`src/rtl/mode_select.sv`:
```
// mode_select -- smoker fan gear selector.
//
// Four raw push buttons (menu, mode1..mode3) are synchronised, edge
// detected and turned into single-cycle press pulses. The pulses drive a
// six-state FSM: STANDBY, MENU, GEAR1, GEAR2, GEAR3 (timed hurricane run)
// and EXIT_WAIT (timed run-down before standby). The hurricane gear can be
// entered only once per reset.
//
// Optional feature: define BTN_DEBOUNCE_EN to require each synchronised
// button level to stay high for DEBOUNCE_CYCLES clocks before a press is
// accepted. With the macro undefined there is no debounce logic.
//
// Ports
//   clk             system clock
//   rst             asynchronous, active-low reset
//   tick_1hz        one-cycle enable pulse per second
//   menu_btn        raw menu button, active-high
//   mode1_btn       raw gear 1 button, active-high
//   mode2_btn       raw gear 2 button, active-high
//   mode3_btn       raw gear 3 (hurricane) button, active-high
//   mode_state      gear code: 000 standby, 001 gear1, 010 gear2, 011 gear3
//   menu_active     high while in MENU
//   exit_pending    high while in EXIT_WAIT
//   hurricane_avail high until gear 3 has been entered once since reset
//   countdown_sec   seconds left in GEAR3 / EXIT_WAIT, otherwise 0
//   state_dbg       raw FSM state register, for debug and checkers
module mode_select #(
  parameter int HURRICANE_SEC   = 60,
  parameter int EXIT_SEC        = 60,
  parameter int DEBOUNCE_CYCLES = 10
) (
  input  logic       clk,
  input  logic       rst,
  input  logic       tick_1hz,
  input  logic       menu_btn,
  input  logic       mode1_btn,
  input  logic       mode2_btn,
  input  logic       mode3_btn,
  output logic [2:0] mode_state,
  output logic       menu_active,
  output logic       exit_pending,
  output logic       hurricane_avail,
  output logic [6:0] countdown_sec,
  output logic [2:0] state_dbg
);

  typedef enum logic [2:0] {
    ST_STANDBY   = 3'd0,
    ST_MENU      = 3'd1,
    ST_GEAR1     = 3'd2,
    ST_GEAR2     = 3'd3,
    ST_GEAR3     = 3'd4,
    ST_EXIT_WAIT = 3'd5
  } state_t;

  localparam logic [6:0] HURRICANE_LOAD = 7'(HURRICANE_SEC);
  localparam logic [6:0] EXIT_LOAD      = 7'(EXIT_SEC);

  // Bit order of every button vector: [0] menu, [1] mode1, [2] mode2, [3] mode3.
  logic [3:0] btn_raw;
  assign btn_raw = {mode3_btn, mode2_btn, mode1_btn, menu_btn};

  // ---------------------------------------------------------------------
  // Button front end
  // ---------------------------------------------------------------------
  logic [3:0] sync1_q, sync1_d;
  logic [3:0] sync2_q, sync2_d;
  logic [3:0] lvl;                // accepted (optionally debounced) level
  logic [3:0] lvl_prev_q, lvl_prev_d;
  logic [3:0] armed_q, armed_d;
  logic [3:0] press_q, press_d;
  // valid_q[1] is set once sync2_q holds a real sample of the pins rather
  // than its reset value.
  logic [1:0] valid_q, valid_d;

  // A button is armed only after it has been seen released since reset, so
  // a button already held when reset releases produces no press.
  always_comb begin
    sync1_d    = btn_raw;
    sync2_d    = sync1_q;
    valid_d    = {valid_q[0], 1'b1};
    armed_d    = armed_q | ({4{valid_q[1]}} & ~sync2_q);
    lvl_prev_d = lvl;
    press_d    = lvl & ~lvl_prev_q & armed_q;
  end

`ifdef BTN_DEBOUNCE_EN
  localparam int             CW     = $clog2(DEBOUNCE_CYCLES + 1);
  localparam logic [CW-1:0]  DB_MAX = CW'(DEBOUNCE_CYCLES);

  logic [CW-1:0] db_cnt_q [4];
  logic [CW-1:0] db_cnt_d [4];

  // Count consecutive high cycles of the synchronised level, saturating;
  // the level is accepted only once the count reaches DEBOUNCE_CYCLES.
  always_comb begin
    lvl = '0;
    for (int i = 0; i < 4; i++) begin
      db_cnt_d[i] = db_cnt_q[i];
      if (!sync2_q[i]) begin
        db_cnt_d[i] = '0;
      end else if (db_cnt_q[i] != DB_MAX) begin
        db_cnt_d[i] = db_cnt_q[i] + 1'b1;
      end
      lvl[i] = (db_cnt_q[i] == DB_MAX);
    end
  end

  always_ff @(posedge clk or negedge rst) begin
    if (!rst) begin
      for (int i = 0; i < 4; i++) db_cnt_q[i] <= '0;
    end else begin
      for (int i = 0; i < 4; i++) db_cnt_q[i] <= db_cnt_d[i];
    end
  end
`else
  // Without debounce the synchronised level is used directly; the debounce
  // length has no effect in this build.
  if (DEBOUNCE_CYCLES > 0) begin : g_direct
    assign lvl = sync2_q;
  end else begin : g_direct_zero
    assign lvl = sync2_q;
  end
`endif

  always_ff @(posedge clk or negedge rst) begin
    if (!rst) begin
      sync1_q    <= '0;
      sync2_q    <= '0;
      valid_q    <= '0;
      armed_q    <= '0;
      lvl_prev_q <= '0;
      press_q    <= '0;
    end else begin
      sync1_q    <= sync1_d;
      sync2_q    <= sync2_d;
      valid_q    <= valid_d;
      armed_q    <= armed_d;
      lvl_prev_q <= lvl_prev_d;
      press_q    <= press_d;
    end
  end

  // ---------------------------------------------------------------------
  // Mode FSM
  // ---------------------------------------------------------------------
  state_t     state_q, state_d;
  logic [6:0] cnt_q, cnt_d;
  logic       avail_q, avail_d;
  logic       win_menu, win_m3, win_m2, win_m1;

  // Only the highest-priority press in a cycle acts: menu > mode3 > mode2 > mode1.
  assign win_menu = press_q[0];
  assign win_m3   = press_q[3] & ~press_q[0];
  assign win_m2   = press_q[2] & ~press_q[3] & ~press_q[0];
  assign win_m1   = press_q[1] & ~press_q[2] & ~press_q[3] & ~press_q[0];

  always_comb begin
    state_d = state_q;
    cnt_d   = cnt_q;
    avail_d = avail_q;
    case (state_q)
      ST_STANDBY: begin
        if (win_menu) state_d = ST_MENU;
      end
      ST_MENU, ST_GEAR1, ST_GEAR2: begin
        if (win_menu) begin
          state_d = ST_STANDBY;
        end else if (win_m3) begin
          // An unavailable hurricane swallows the press entirely.
          if (avail_q) begin
            state_d = ST_GEAR3;
            cnt_d   = HURRICANE_LOAD;
            avail_d = 1'b0;
          end
        end else if (win_m2) begin
          state_d = ST_GEAR2;
        end else if (win_m1) begin
          state_d = ST_GEAR1;
        end
      end
      ST_GEAR3: begin
        // A menu press in the same cycle as a tick wins; the tick is lost.
        if (win_menu) begin
          state_d = ST_EXIT_WAIT;
          cnt_d   = EXIT_LOAD;
        end else if (tick_1hz) begin
          if (cnt_q <= 7'd1) begin
            state_d = ST_GEAR2;
            cnt_d   = 7'd0;
          end else begin
            cnt_d = cnt_q - 7'd1;
          end
        end
      end
      ST_EXIT_WAIT: begin
        if (tick_1hz) begin
          if (cnt_q <= 7'd1) begin
            state_d = ST_STANDBY;
            cnt_d   = 7'd0;
          end else begin
            cnt_d = cnt_q - 7'd1;
          end
        end
      end
      default: begin
        state_d = ST_STANDBY;
        cnt_d   = 7'd0;
      end
    endcase
  end

  always_ff @(posedge clk or negedge rst) begin
    if (!rst) begin
      state_q <= ST_STANDBY;
      cnt_q   <= 7'd0;
      avail_q <= 1'b1;
    end else begin
      state_q <= state_d;
      cnt_q   <= cnt_d;
      avail_q <= avail_d;
    end
  end

  // Outputs decode the state register only; no button reaches them
  // combinationally.
  always_comb begin
    mode_state = 3'b000;
    case (state_q)
      ST_GEAR1:     mode_state = 3'b001;
      ST_GEAR2:     mode_state = 3'b010;
      ST_GEAR3:     mode_state = 3'b011;
      ST_EXIT_WAIT: mode_state = 3'b010;
      default:      mode_state = 3'b000;
    endcase
  end

  assign menu_active     = (state_q == ST_MENU);
  assign exit_pending    = (state_q == ST_EXIT_WAIT);
  assign hurricane_avail = avail_q;
  assign countdown_sec   = cnt_q;
  assign state_dbg       = state_q;

endmodule
```
`config.mk`:
```
export PLATFORM = sky130hd
export DESIGN_NAME = mode_select
export DESIGN_NICKNAME = d
export VERILOG_FILES = /design/src/rtl/mode_select.sv
export SDC_FILE = /design/constraint.sdc
export NUM_CORES = 1
export LEC_CHECK = 0
export CAP_MARGIN = 20
export CORE_MARGIN = 5
export CORE_UTILIZATION = 47
export DETAILED_ROUTE_END_ITERATION = 10
export MAX_ROUTING_LAYER = met4
export PLACE_DENSITY = 0.85
export SYNTH_ARGS = -nofsm -noshare
export SYNTH_HDL_FRONTEND = slang
export SYNTH_SLANG_ARGS = --single-unit
```
`constraint.sdc`:
```
create_clock -name clk -period 1.9 [get_ports clk]
set_clock_uncertainty 0.05 [all_clocks]
set_input_delay 0.285 -clock clk [delete_from_list [all_inputs] [get_ports clk]]
set_output_delay 0.285 -clock clk [all_outputs]
set_load 0.02 [all_outputs]
```
==> flow_metrics.py <==
metrics = {
    "global_routing": {
        "grt_pass1_wl_um": 5030,
        "grt_usage_pct": 16.2,
        "antenna_found_initial": 0,
        "grt_max_degree": 34,
        "grt-ovfl-total": 0,
        "first_global_vias": 1108,
    },
    "floorplanning": {
        "rows": 20,
        "initial_core_util_pct": 48.1,
        "die_h_um": 65.5,
        "core_area_sq_um": 3000,
        "ioPinCount": 23,
        "dieArea_sq_um": 4280,
        "die_w_um": 65.5,
    },
    "placed_design": {
        "place_ws_ps": -78.7,
        "dp_cells": 194,
        "globalplace.congestion": 0.875,
        "io_buffers": 21,
        "hpwl_um": 2180,
        "place_area_sq_um": 1770,
    },
    "clocking": {
        "postCtsSetupRepairBufs": 0,
        "cts.sinks": 33,
        "clockRootBuffer": "clkbuf_4",
        "cts_hold_buf": 0,
        "cts-buffers-inserted": 5,
        "path_clk_slew_ps": 110,
        "cts_max_level": 2,
        "cts_tree": "built",
        "clk_path_buf_depth": 2,
        "clock_latency_ps": 340,
    },
    "worst_hold_path": {
        "worst_hold_path_type": "in2async",
    },
    "pwr": {
        "power_density_nw_per_um2": 943,
        "p_seq_share_pct": 45.9,
        "clock_power_share_pct": 31.5,
        "peakVddDrop_mv": 0.554,
        "internal_power_w": 0.00123,
        "power_frac_comb_pct": 22.6,
        "power_w": 0.00175,
        "p_sw_share_pct": 30.1,
        "p_leak_nw": 0.845,
        "p_sw_w": 0.000527,
    },
    "critical_path": {
        "crit_chain": "clkdlybuf4s50_1",
        "cp_top_family": "buffers and inverters",
        "cp-start-kind": "flip-flop",
        "cp_slowest_cell": "clkdlybuf4s50_1",
        "cp_max_fo": 4,
        "worstSetupPathType": "reg2out",
        "cp.arrival_ps": 1510,
        "cp.required_ps": 1560,
        "end_kind": "output pin",
        "crit_buf_inv": 1,
        "slowest_delay_ps": 600,
    },
    "logic_synthesis": {
        "synth.avg_cell_area_sq_um": 10.9,
        "synth_area_sq_um": 1450,
        "ys_seq_area_share_pct": 57.2,
        "ys_ff_latch": 33,
        "syn_nets": 141,
        "ys_types": 41,
        "synthCells": 132,
        "yosysWarnings": 0,
    },
    "layout": {
        "drive_gt1_share_pct": 20.1,
        "instances_no_fill": 202,
        "fill_cells": 247,
        "area_growth_pct": 28.7,
        "final_cell_mix": "31 x dfrtp_1, 15 x clkdlybuf4s50_1, 12 x nand2_1, 12 x nor2_1, 12 x buf_4",
        "final_cell_area_sq_um": 1860,
        "antenna_cells": 0,
        "layout.nets": 177,
        "layout_commonest_cell": "dfrtp_1",
    },
    "routing": {
        "drc": 0,
        "vias": 1108,
        "routed_via_density": 5.49,
        "drt_wl_total_um": 3010,
        "dr.pass1.iters": 4,
        "ant_nets": 0,
        "drt-initial-drc-count": 53,
        "post_drt_wl_per_cell_um": 14.9,
    },
    "timing": {
        "hold_violations": 0,
        "rsz0062_at_grt": "no",
        "period_minus_slack_ps": 1840,
        "whs_ps": 285,
        "fmax_mhz": 543,
        "setup_violations": 0,
        "drv_slew": 0,
        "finalCritPeriodShare_pct": 97.0,
        "fin_ws_ps": 57.5,
    },
    "run": {
        "max_cap_viol_count": 0,
    },
    "run_status": {
        "status": "finished clean",
    },
}
==> through the flow <==
step	TNS [ps]	utilization, %
6_report	0	61.9
5_1_grt	0	61.9
4_1_cts	0	61.7
3_5_place_dp	-318	58.9
3_3_place_gp	-317	58.9
2_1_floorplan	0	-
==> cell usage after synthesis, drive strengths merged <==
library cell	instances	share of area (%)
a21o	4	2.1
a21oi	6	2.1
a31oi	5	2.6
and2	1	0.43
buf	2	0.78
clkbuf	2	0.52
conb	2	0.52
dfrtp	32	55
dfstp	1	1.8
ha	2	1.7
inv	10	2.6
nand2	12	3.1
nand2b	2	0.87
nand3	3	1.0
nor2	12	3.1
nor2b	2	0.87
nor3	3	1.0
nor3b	1	0.52
nor4	1	0.43
nor4b	1	0.61
o21ai	5	1.7
o21ba	1	0.69
o22ai	1	0.43
o2bb2ai	6	4.1
o311ai	1	1.8
o31a	2	1.8
o31ai	4	2.4
o41a	1	0.78
or2	2	0.87
or2b	1	0.61
or3b	2	1.2
or4	1	0.78
xnor2	1	0.61
==> metal layers <==
layer	global-route usage, %	vias to the layer above	routed length (um)
met4	5.96	0	76
met1	16.8	523	1170
met3	5.47	12	195
met5	-	-	0
li1	-	532	-
met2	28.3	41	1560
==> what timing repair did <==
action	4_1_cts	5_1_grt
endpoints found under the setup margin	4	6
pin swaps	0	0
gates resized for setup	5	5
==> final cells by class <==
type	count	area, sq um	share of cell area [%]
sequential	33	828	44.5
multi-input combinational	85	567	30.5
timing repair buffer	33	297	15.9
clock buffer	6	51.3	2.76
tap	33	41.3	2.22
clock inverter	2	37.5	2.02
inverter	10	37.5	2.02
==> power groups by stage <==
stage	logic (W)	clock network [W]	registers (W)
6_report	0.000395	0.000553	0.000805
5_1_grt	0.000435	0.000598	0.000813
4_1_cts	0.000402	0.000567	0.000804
3_5_place_dp	0.000417	0	0.000814
3_3_place_gp	0.000412	0	0.000814
2_1_floorplan	0.000251	0	0.000800
==> registers in the layout (all words and copies together), names as in the netlist <==
register and count:
countdown_sec 7, armed_q 4, lvl 4, lvl_prev_q 4, press_q 4, sync1_q 4
state_dbg 3, valid_q 2, hurricane_avail 1
==> path summary, 6_finish.rpt <==
| kind | depth (start not counted) | endpoint | slack [ps] | from |
|---|---|---|---|---|
| max | 1 | hurricane_avail | 60 | hurricane_avail |
| max reg2reg | 4 | state_dbg[0] | 90 | countdown_sec[4] |
| min reg2reg | 0 | lvl[1] | 310 | sync1_q[1] |
| min in group clk | 0 | lvl[1] | 310 | sync1_q[1] |
| max in group asynchronous | 2 | hurricane_avail | 1190 | rst |
| min | 2 | countdown_sec[2] | 280 | rst |
==> logic make-up after synthesis <==
logic type,count (synthesis),share of synthesized area (%)
xor gates and xnor gates,1,0.606
buffers and inverters,14,3.90
AOI/OAI and AO/OA,36,20.5
adders and majority gates,2,1.73
and+or+nand+nor,44,15.5
other,2,0.520
DFF,33,57.2
==> worst register-to-register path: cells and delay by family (launching register included) <==
family | cells | cell delay, ps
AO/OA/AOI/OAI | 3 | 700
AND/OR/NAND/NOR | 1 | 600
flip-flops | 1 | 400
(Power assumes the default switching activity.)
